## src/rtl/tank_irrigation_ctrl_if.sv

```systemverilog
// Signal bundle between the tank level sensors / operator inputs and the
// irrigation controller, plus the valve, alarm and level outputs.
interface tank_irrigation_ctrl_if;
  logic       i_H;
  logic       i_M;
  logic       i_L;
  logic       i_ct;
  logic       i_start;
  logic       i_clr_fault;
  logic       o_fill;
  logic       o_irr;
  logic       o_alarm;
  logic       o_err;
  logic [1:0] o_level;
  logic [2:0] o_state;

  modport slave (
    input  i_H, i_M, i_L, i_ct, i_start, i_clr_fault,
    output o_fill, o_irr, o_alarm, o_err, o_level, o_state
  );

  modport master (
    output i_H, i_M, i_L, i_ct, i_start, i_clr_fault,
    input  o_fill, o_irr, o_alarm, o_err, o_level, o_state
  );
endinterface

```

## src/rtl/tank_irrigation_ctrl.sv

```systemverilog
// Tank fill / irrigation sequencer: synchronizes and debounces the level
// sensors, then runs a Moore FSM driving the inlet and irrigation valves.
module tank_irrigation_ctrl #(
  parameter int DEB_CYCLES   = 16,
  parameter int FILL_TIMEOUT = 1024,
  parameter int IRR_CYCLES   = 256
) (
  input logic                  clk,
  input logic                  rst_n,
  tank_irrigation_ctrl_if.slave bus
);

  localparam int TMR_MAX = (FILL_TIMEOUT > IRR_CYCLES) ? FILL_TIMEOUT : IRR_CYCLES;
  localparam int TW      = $clog2(TMR_MAX + 1);
  localparam int DW      = $clog2(DEB_CYCLES + 1);

  localparam logic [TW-1:0] TMR_ONE   = TW'(1);
  localparam logic [TW-1:0] TMR_SAT   = {TW{1'b1}};
  localparam logic [TW-1:0] FILL_LAST = TW'(FILL_TIMEOUT - 1);
  localparam logic [TW-1:0] IRR_LAST  = TW'(IRR_CYCLES - 1);
  localparam logic [DW-1:0] DEB_ONE   = DW'(1);
  localparam logic [DW-1:0] DEB_DONE  = DW'(DEB_CYCLES);

  typedef enum logic [2:0] {
    S_IDLE     = 3'd0,
    S_FILL     = 3'd1,
    S_READY    = 3'd2,
    S_IRRIGATE = 3'd3,
    S_FAULT    = 3'd4
  } state_t;

  logic [3:0]    r_sync1;
  logic [3:0]    r_sync2;
  logic          r_startPrev;
  logic [2:0]    r_samp;
  logic [DW-1:0] r_debCnt;
  logic          r_lvOk;
  logic          r_err;
  logic [1:0]    r_level;
  logic          r_pend;
  logic [TW-1:0] r_timer;
  state_t        r_state;

  logic [2:0]    w_hml;
  logic          w_startRise;
  logic [DW-1:0] w_debCntNext;
  logic          w_accept;
  logic          w_vecValid;
  logic [1:0]    w_vecLevel;
  state_t        w_stateNext;
  logic [TW-1:0] w_timerNext;
  logic          w_pendNext;

  assign w_hml       = r_sync2[3:1];
  assign w_startRise = r_sync2[0] & ~r_startPrev;

  // The run length counts consecutive identical synchronized samples and
  // saturates at DEB_CYCLES, so a stable vector keeps being accepted.
  always_comb begin
    w_debCntNext = r_debCnt;
    if (w_hml != r_samp) begin
      w_debCntNext = DEB_ONE;
    end else if (r_debCnt != DEB_DONE) begin
      w_debCntNext = r_debCnt + DEB_ONE;
    end
  end

  assign w_accept = (w_debCntNext == DEB_DONE);

  always_comb begin
    w_vecValid = 1'b1;
    w_vecLevel = 2'd0;
    case (w_hml)
      3'b000:  w_vecLevel = 2'd0;
      3'b001:  w_vecLevel = 2'd1;
      3'b011:  w_vecLevel = 2'd2;
      3'b111:  w_vecLevel = 2'd3;
      default: w_vecValid = 1'b0;
    endcase
  end

  always_ff @(posedge clk or negedge rst_n) begin
    if (!rst_n) begin
      r_sync1     <= 4'd0;
      r_sync2     <= 4'd0;
      r_startPrev <= 1'b0;
      r_samp      <= 3'd0;
      r_debCnt    <= '0;
      r_lvOk      <= 1'b0;
      r_err       <= 1'b0;
      r_level     <= 2'd0;
    end else begin
      r_sync1     <= {bus.i_H, bus.i_M, bus.i_L, bus.i_start};
      r_sync2     <= r_sync1;
      r_startPrev <= r_sync2[0];
      r_samp      <= w_hml;
      r_debCnt    <= w_debCntNext;
      if (w_accept) begin
        r_lvOk <= 1'b1;
        if (w_vecValid) begin
          r_level <= w_vecLevel;
          r_err   <= 1'b0;
        end else begin
          r_err   <= 1'b1;
        end
      end
    end
  end

  // ct and sensor errors override every per-state rule; FAULT is exempt from
  // the error override so that it can sit there until the sensors recover.
  always_comb begin
    w_stateNext = r_state;
    if (!bus.i_ct) begin
      w_stateNext = S_IDLE;
    end else if (r_err && (r_state != S_FAULT)) begin
      w_stateNext = S_FAULT;
    end else begin
      case (r_state)
        S_IDLE: begin
          if (r_lvOk) begin
            w_stateNext = (r_level < 2'd2) ? S_FILL : S_READY;
          end
        end
        S_FILL: begin
          if (r_level == 2'd3) begin
            w_stateNext = S_READY;
          end else if (r_timer >= FILL_LAST) begin
            w_stateNext = S_FAULT;
          end
        end
        S_READY: begin
          if (r_level < 2'd2) begin
            w_stateNext = S_FILL;
          end else if (r_pend && (r_level != 2'd0)) begin
            w_stateNext = S_IRRIGATE;
          end
        end
        S_IRRIGATE: begin
          if (r_level == 2'd0) begin
            w_stateNext = S_FILL;
          end else if (r_timer >= IRR_LAST) begin
            w_stateNext = S_READY;
          end
        end
        S_FAULT: begin
          if (bus.i_clr_fault && !r_err) begin
            w_stateNext = S_IDLE;
          end
        end
        default: w_stateNext = S_IDLE;
      endcase
    end
  end

  // One timer serves both FILL and IRRIGATE; it restarts on any state change.
  always_comb begin
    w_timerNext = r_timer;
    if (!bus.i_ct || (w_stateNext != r_state)) begin
      w_timerNext = '0;
    end else if (r_timer != TMR_SAT) begin
      w_timerNext = r_timer + TMR_ONE;
    end
  end

  always_comb begin
    w_pendNext = r_pend;
    if (!bus.i_ct ||
        ((w_stateNext == S_IRRIGATE) && (r_state != S_IRRIGATE)) ||
        ((w_stateNext == S_FAULT) && (r_state != S_FAULT))) begin
      w_pendNext = 1'b0;
    end else if (w_startRise) begin
      w_pendNext = 1'b1;
    end
  end

  always_ff @(posedge clk or negedge rst_n) begin
    if (!rst_n) begin
      r_state <= S_IDLE;
      r_timer <= '0;
      r_pend  <= 1'b0;
    end else begin
      r_state <= w_stateNext;
      r_timer <= w_timerNext;
      r_pend  <= w_pendNext;
    end
  end

  assign bus.o_fill  = (r_state == S_FILL);
  assign bus.o_irr   = (r_state == S_IRRIGATE);
  assign bus.o_alarm = (r_state == S_FAULT);
  assign bus.o_err   = r_err;
  assign bus.o_level = r_level;
  assign bus.o_state = r_state;

endmodule

```

## src/flat_wrapper.sv

```systemverilog
// flat-port wrapper written by rule: the top's interface ports become plain ports
module tank_irrigation_ctrl_flat 
#(
  parameter int DEB_CYCLES   = 16,
  parameter int FILL_TIMEOUT = 1024,
  parameter int IRR_CYCLES   = 256
)
  (clk, rst_n, bus_i_H, bus_i_M, bus_i_L, bus_i_ct, bus_i_start, bus_i_clr_fault, bus_o_fill, bus_o_irr, bus_o_alarm, bus_o_err, bus_o_level, bus_o_state);
  tank_irrigation_ctrl_if bus_i ();
  input logic clk;
  input logic rst_n;
  input wire logic [$bits(bus_i.i_H)-1:0] bus_i_H;
  input wire logic [$bits(bus_i.i_M)-1:0] bus_i_M;
  input wire logic [$bits(bus_i.i_L)-1:0] bus_i_L;
  input wire logic [$bits(bus_i.i_ct)-1:0] bus_i_ct;
  input wire logic [$bits(bus_i.i_start)-1:0] bus_i_start;
  input wire logic [$bits(bus_i.i_clr_fault)-1:0] bus_i_clr_fault;
  output wire logic [$bits(bus_i.o_fill)-1:0] bus_o_fill;
  output wire logic [$bits(bus_i.o_irr)-1:0] bus_o_irr;
  output wire logic [$bits(bus_i.o_alarm)-1:0] bus_o_alarm;
  output wire logic [$bits(bus_i.o_err)-1:0] bus_o_err;
  output wire logic [$bits(bus_i.o_level)-1:0] bus_o_level;
  output wire logic [$bits(bus_i.o_state)-1:0] bus_o_state;
  assign bus_i.i_H = bus_i_H;
  assign bus_i.i_M = bus_i_M;
  assign bus_i.i_L = bus_i_L;
  assign bus_i.i_ct = bus_i_ct;
  assign bus_i.i_start = bus_i_start;
  assign bus_i.i_clr_fault = bus_i_clr_fault;
  assign bus_o_fill = bus_i.o_fill;
  assign bus_o_irr = bus_i.o_irr;
  assign bus_o_alarm = bus_i.o_alarm;
  assign bus_o_err = bus_i.o_err;
  assign bus_o_level = bus_i.o_level;
  assign bus_o_state = bus_i.o_state;
  tank_irrigation_ctrl #(.DEB_CYCLES(DEB_CYCLES), .FILL_TIMEOUT(FILL_TIMEOUT), .IRR_CYCLES(IRR_CYCLES)) u_core (.clk(clk), .rst_n(rst_n), .bus(bus_i));
endmodule
```

## config.mk

```make
export PLATFORM = sky130hd
export DESIGN_NAME = tank_irrigation_ctrl_flat
export DESIGN_NICKNAME = d
export VERILOG_FILES = /design/src/rtl/tank_irrigation_ctrl_if.sv /design/src/rtl/tank_irrigation_ctrl.sv /design/src/flat_wrapper.sv
export SDC_FILE = /design/constraint.sdc
export NUM_CORES = 1
export LEC_CHECK = 0
export CORE_MARGIN = 3
export CORE_UTILIZATION = 40
export DETAILED_ROUTE_END_ITERATION = 10
export PLACE_DENSITY = 0.63
export SETUP_SLACK_MARGIN = 0.02
export SLEW_MARGIN = 0
export SYNTH_ARGS = -nofsm -noshare
export SYNTH_HDL_FRONTEND = slang
export SYNTH_SLANG_ARGS = --single-unit
export TNS_END_PERCENT = 100
```

## constraint.sdc

```tcl
create_clock -name clk -period 6 [get_ports clk]
set_input_delay 1.2 -clock clk [delete_from_list [all_inputs] [get_ports clk]]
set_output_delay 1.2 -clock clk [all_outputs]
set_load 0.05 [all_outputs]
```

==> out/metrics.yaml, run 1 <==
run_status: "finished, final reports clean"
seq_area_frac_synth_pct: 44.2
p_leak_nw: 0.940
post_cts_buffers: 0
fin_util_pct: 47.8
cp_slowest_stage_delay_ns: 0.87
layout_commonest_cell: "dfrtp_1"
skew_ns: 0.00617
setup_violations: 0
cellPowerDensity_nw_per_um2: 203
drt_iter0_markers: 125
hold_viol: 0
root_buffer: "clkbuf_8"
crit_path_end_kind: "primary output"
row_count: 25
multi_input_area_sq_um: 1030
period_share_pct: 59.7
synthArstFlopShare_pct: 100
cts.clk_slew.worst_paths_ns: 0.07
drt-total-wl_um: 3850
fmax_mhz: 279
rsz0062_at_grt: "no"
routabilityCongestion: 0.834
final_layout_size_suffix_gt1_share_pct: 12.3
slew_violations: 0
path_cells: "nor3b_1, clkdlybuf4s50_1"
cp.required_ns: 4.80
antenna_found_initial: 0
path_buf_inv: 1
place_hpwl_um: 2700
cts_buffers: 5
yosysUniqueCellTypes: 54
max_slew_margin_pct: 41.0
cp_top_family: "buffers and inverters"
grt_pass1_vias: 1488
crit_fanout: 23
ant_nets: 0
period_minus_slack_ns: 3.58
placedCellCount: 279
ir_worst_vdd_mv: 0.114
ios: 17
ys.flop_type: "dfrtp_1"
netlist_area_sq_um: 2040
syn_avg_cell_area_sq_um: 9.90
overflow: 0
start_util_pct: 42.3
track_usage_pct: 14.3
critPathArrivalTime_ns: 2.38
final_cell_mix: "36 x dfrtp_1, 19 x nor3_1, 16 x nor2_1"
worst_setup_path_start_kind: "register"
syn_inst: 206
htree_levels: 2
num_vias: 1578
setup_ws_ns: 2.42
ys_warn_count: 0
antenna_cells: 0
core_sq_um: 4820
port-buffer-count: 16
flow.area_growth_from_synthesis_pct: 13.0
n_fill_cell: 488
cts_tree: "yes"
cts_sinks: 36
via_per_inst: 5.50
fin_tns_setup_ns: 0
die-area_sq_um: 5990
pre_cts_ws_ns: 2.70
finalNonFillerCells: 287
nets: 230
postLayoutCellArea_sq_um: 2300
grt_pass1_wl_um: 6890
power_uw: 469
cp_slowest_cell: "clkdlybuf4s50_1"
cts_resized: 0
maxCapViolCount: 0
holdWs_ns: 0.350
drcViolationCount: 0
cts_hold_buf: 0
tightestPinTransition_ns: 0.886
grt_max_degree: 37
die_y_um: 77.4
dpl_cell_area_sq_um: 2210
hold_class: "register to register"
dr.pass1.iters: 4
wire_per_inst_um: 13.4
clkLatencyLatePin_ns: 0.29
crit_type: "register to primary output"
seq_area_sq_um: 901
synth_edf_count: 0
synth-seq-cells: 36
die_w_um: 77.4
syn_nets: 217
max-clock-path-buffers: 2
==> state kept, by name, summed over array words and instances, names as in the netlist <==
| name | count |
|---|---|
| u_core.r_sync2 | 4 |
| u_core.r_pend | 1 |
| u_core.r_samp | 3 |
| u_core.bus.o_level | 2 |
| u_core.r_startPrev | 1 |
| u_core.r_timer | 11 |
| u_core.r_sync1 | 4 |
| u_core.bus.o_state | 3 |
| u_core.bus.o_err | 1 |
| u_core.r_lvOk | 1 |
| u_core.r_debCnt | 5 |
==> cells by family (layout without fill, tap and decap cells) <==
family / count (synthesis) / after routing / synth area share, %
simple gates: 88 / 88 / 22.7
flops: 36 / 36 / 44.2
compound gates: 34 / 34 / 13.3
buf+inv: 20 / 34 / 5.46
mux: 16 / 16 / 8.71
xor+xnor: 9 / 9 / 3.87
fa+ha+maj: 3 / 3 / 1.84
==> metal layers <==
layer,vias to the layer above,part of all wire [%],track usage [%]
li1,783,-,-
met3,6,6.0,4.18
met1,748,51,20.2
met5,-,0,0
met4,0,1.8,5.34
met2,41,41,20.6
==> path summary, 6_finish.rpt <==
kind | start | endpoint | slack (ns) | depth (start not counted)
hold / removal | u_core.r_sync1[2] | u_core.r_sync2[2] | 0.35 | 0
max in group asynchronous | rst_n | u_core.bus.o_state[1] | 4.53 | 1
min in group asynchronous | rst_n | u_core.r_timer[6] | 0.98 | 1
setup / recovery | u_core.bus.o_state[0] | bus_o_fill | 2.42 | 2
setup reg to reg | u_core.bus.o_state[0] | u_core.r_timer[3] | 3.30 | 5
hold reg to reg | u_core.r_sync1[2] | u_core.r_sync2[2] | 0.35 | 0
==> worst register-to-register path, stage by stage, from the launching register on <==
cell and delay (ns):
dfrtp_1 0.83, nor3b_1 0.39, nand2_1 0.14, o2111ai_2 0.75, a2111oi_0 0.16, mux2_4 0.31
==> power by group <==
part           internal (mW)  switching (mW)  leakage, nW
registers              0.250         0.00712        0.467
clock network         0.0937          0.0864       0.0516
logic                 0.0142          0.0176        0.421
==> cell usage after synthesis, drive strengths merged (2+ instances only) <==
library cell | count | area [sq um]
nor2 | 16 | 60.1
a21oi | 4 | 20.0
and4 | 2 | 17.5
nand4 | 4 | 25.0
ha | 3 | 37.5
or3b | 2 | 17.5
nand3 | 9 | 45.0
a21o | 3 | 22.5
nand2 | 14 | 52.6
mux2 | 11 | 128
xor2 | 3 | 26.3
buf | 10 | 73.8
xnor2 | 6 | 52.6
o21ai | 4 | 20.0
a211oi | 3 | 22.5
nor2b | 3 | 18.8
nor3 | 19 | 95.1
a2111oi | 2 | 18.8
inv | 9 | 33.8
and3 | 5 | 31.3
nor4 | 7 | 43.8
nand3b | 2 | 15.0
o211ai | 2 | 15.0
mux2i | 5 | 50.1
dfrtp | 36 | 901
o31a | 2 | 17.5
==> cell type report <==
type,count,share of cell area [%]
multi-input cells,150,44.6
flip-flops and latches,36,39.1
repair buffers,17,7.06
well taps,67,3.64
clock buffers,6,3.58
inverters,9,1.47
clock inverters,2,0.597
Power figures use the tool's default switching activity.
==> run 2: changes to the inputs <==
Settings changed: PLACE_DENSITY 0.63 to 0.65.
Clock period 6 ns to 3.2 ns, I/O delays scaled along.
==> run 2 against run 1 <==
  * Critical path depth grew 1
  * Clock power grew 87%
  * Clock-buffer cell count grew 1
  * Utilization grew 0.36 points
  * Via count shrank 0.38%
==> out/metrics.yaml, run 2 (synthesized netlist as in run 1, its figures left out) <==
grt_pass1_vias: 1491  # +0.20%
wire_per_inst_um: 13.9  # +4.0%
rsz0062_at_grt: "no"
die_w_um: 77.4  # unchanged
overflow: 0  # unchanged
largest_registers: "u_core.r_timer: 11 flops, u_core.r_debCnt: 5 flops"
worst_setup_path_start_kind: "register"
track_usage_pct: 14.7  # +0.45 points
port-buffer-count: 16  # unchanged
num_vias: 1572  # -0.38%
flow.area_growth_from_synthesis_pct: 13.9
run_status: "finished, final reports clean"
drt-total-wl_um: 4030  # +4.7%
critPathArrivalTime_ns: 2.13  # -0.25 ns
setup_violations: 0  # unchanged
r2r_start: "u_core.r_timer[0]"
row_count: 25  # unchanged
fmax_mhz: 361
cts_resized: 0  # unchanged
startpoint: "u_core.bus.o_state[0]"
die_y_um: 77.4  # unchanged
ios: 17  # unchanged
n_fill_cell: 479  # -1.8%
max_slew_margin_pct: 42.0  # +1.0 points
grt_pass1_wl_um: 7130  # +3.5%
cts_tree: "yes"
crit_type: "register to primary output"
htree_levels: 2  # unchanged
start_util_pct: 42.3  # unchanged
largest-register: "u_core.r_timer"
period_minus_slack_ns: 2.77
path_cells: "inv_2, and3_1, clkdlybuf4s50_1"
crit_path_end_kind: "primary output"
holdWs_ns: 0.349  # -0.00117 ns
drcViolationCount: 0  # unchanged
skew_ns: 0.00994  # +0.00377 ns
ir_worst_vdd_mv: 0.201  # +77%
crit_fanout: 14  # -39%
largest_register_ffs: 11  # unchanged
fin_tns_setup_ns: 0  # unchanged
clkLatencyLatePin_ns: 0.29  # about the same
layout_commonest_cell: "dfrtp_1"
cts_sinks: 36  # unchanged
hold_class: "register to register"
cp_slowest_stage_delay_ns: 0.81  # -0.06 ns
max-clock-path-buffers: 2  # unchanged
drt_iter0_markers: 63  # -50%
via_per_inst: 5.44  # -1.1%
root_buffer: "clkbuf_8"
place_hpwl_um: 2830  # +4.9%
die-area_sq_um: 5990  # unchanged
post_cts_buffers: 0  # unchanged
ant_nets: 0  # unchanged
antenna_cells: 0  # unchanged
nets: 232  # +0.87%
cp_top_family: "buffers and inverters"
grt_max_degree: 37  # unchanged
tightestPinTransition_ns: 0.870  # -0.0152 ns
core_sq_um: 4820  # unchanged
final_cell_mix: "36 x dfrtp_1, 19 x nor3_1, 16 x nor2_1"
final_layout_size_suffix_gt1_share_pct: 13.1  # +0.79 points
cp_slowest_cell: "clkdlybuf4s50_1"
worstHoldStart: "u_core.r_sync1[2]"
cp.required_ns: 2.56  # -2.24 ns
cellPowerDensity_nw_per_um2: 379  # +86%
dr.pass1.iters: 4  # unchanged
cts.clk_slew.worst_paths_ns: 0.07  # about the same
cts_hold_buf: 0  # unchanged
period_share_pct: 86.6
antenna_found_initial: 0  # unchanged
p_leak_nw: 0.948  # +0.91%
routabilityCongestion: 0.831  # -0.32%
maxCapViolCount: 0  # unchanged
path_buf_inv: 2  # +1
dpl_cell_area_sq_um: 2230  # +0.91%
cts_buffers: 5  # unchanged
hold_viol: 0  # unchanged
slew_violations: 0  # unchanged
postLayoutCellArea_sq_um: 2320  # +0.76%
## run 2: cell count changes in the layout (fill, tap and decap cells not counted), sizes merged
cell      delta
clkinvlp     +1
inv          -1
clkbuf       +1
clkinv       -1
buf          +2
## run 2: area by class of cell
type                    instances  area (sq um)  share of cell area [%]
clock buffers                   7          86.3                    3.72
flip-flops and latches         36           901                    38.8
repair buffers                 19           178                    7.65
inverters                       9          33.8                    1.45
well taps                      67          83.8                    3.61
clock inverters                 1          7.51                   0.323
multi-input cells             150          1030                    44.5
## run 2: per-layer routing
layer / part of all wire (%) / wire length (um) / vias up / global-route usage [%]
met4: 2.0 / 81 / 0 / 6.58
met1: 51 / 2080 / 742 / 21.4
met3: 3.8 / 153 / 7 / 2.90
met2: 43 / 1720 / 31 / 21.2
met5: 0 / 0 / - / 0
li1: - / - / 792 / -
## run 2: worst paths after layout
| path | endpoint | slack [ns] | cells past startpoint |
|---|---|---|---|
| min in group asynchronous | u_core.r_timer[5] | 0.43 | 1 |
| min reg2reg | u_core.r_sync2[2] | 0.35 | 0 |
| max reg2reg | u_core.r_timer[3] | 0.74 | 6 |
| max in group asynchronous | u_core.bus.o_state[0] | 2.26 | 1 |
| max | bus_o_alarm | 0.43 | 3 |
| min | u_core.r_sync2[2] | 0.35 | 0 |
## run 2: worst register-to-register path, stage by stage, from the launching register on
cell	delay, ns
dfrtp_1	0.44
ha_1	0.30
a21o_1	0.21
a41oi_2	0.25
o2111ai_2	0.46
a2111oi_0	0.53
mux2_4	0.22
## run 2: power breakdown
group	internal, mW	switching [mW]	total (mW)
Clock	0.175	0.162	0.337
Sequential	0.469	0.0138	0.482
Combinational	0.0269	0.0336	0.0605
Total	0.670	0.210	0.880
## run 2: per-stage QoR
| stage | power (mW) | setup WS [ns] | cells | utilization [%] |
|---|---|---|---|---|
| CTS | 0.897 | 0.414 | 289 | 48.2 |
| detailed placement | 0.552 | 0.486 | 281 | 46.3 |
| floorplan | 0.527 | 0.525 | 206 | - |
| global placement | 0.550 | 0.569 | 281 | 46.3 |
| finish | 0.880 | 0.429 | 289 | 48.2 |
| global route | 0.926 | 0.331 | 289 | 48.2 |
==> run 3: changes to the inputs <==
Settings changed: SLEW_MARGIN 0 to 15.
==> results of run 3 <==
The final DEF is identical to that of run 2; final timing and power are the same.
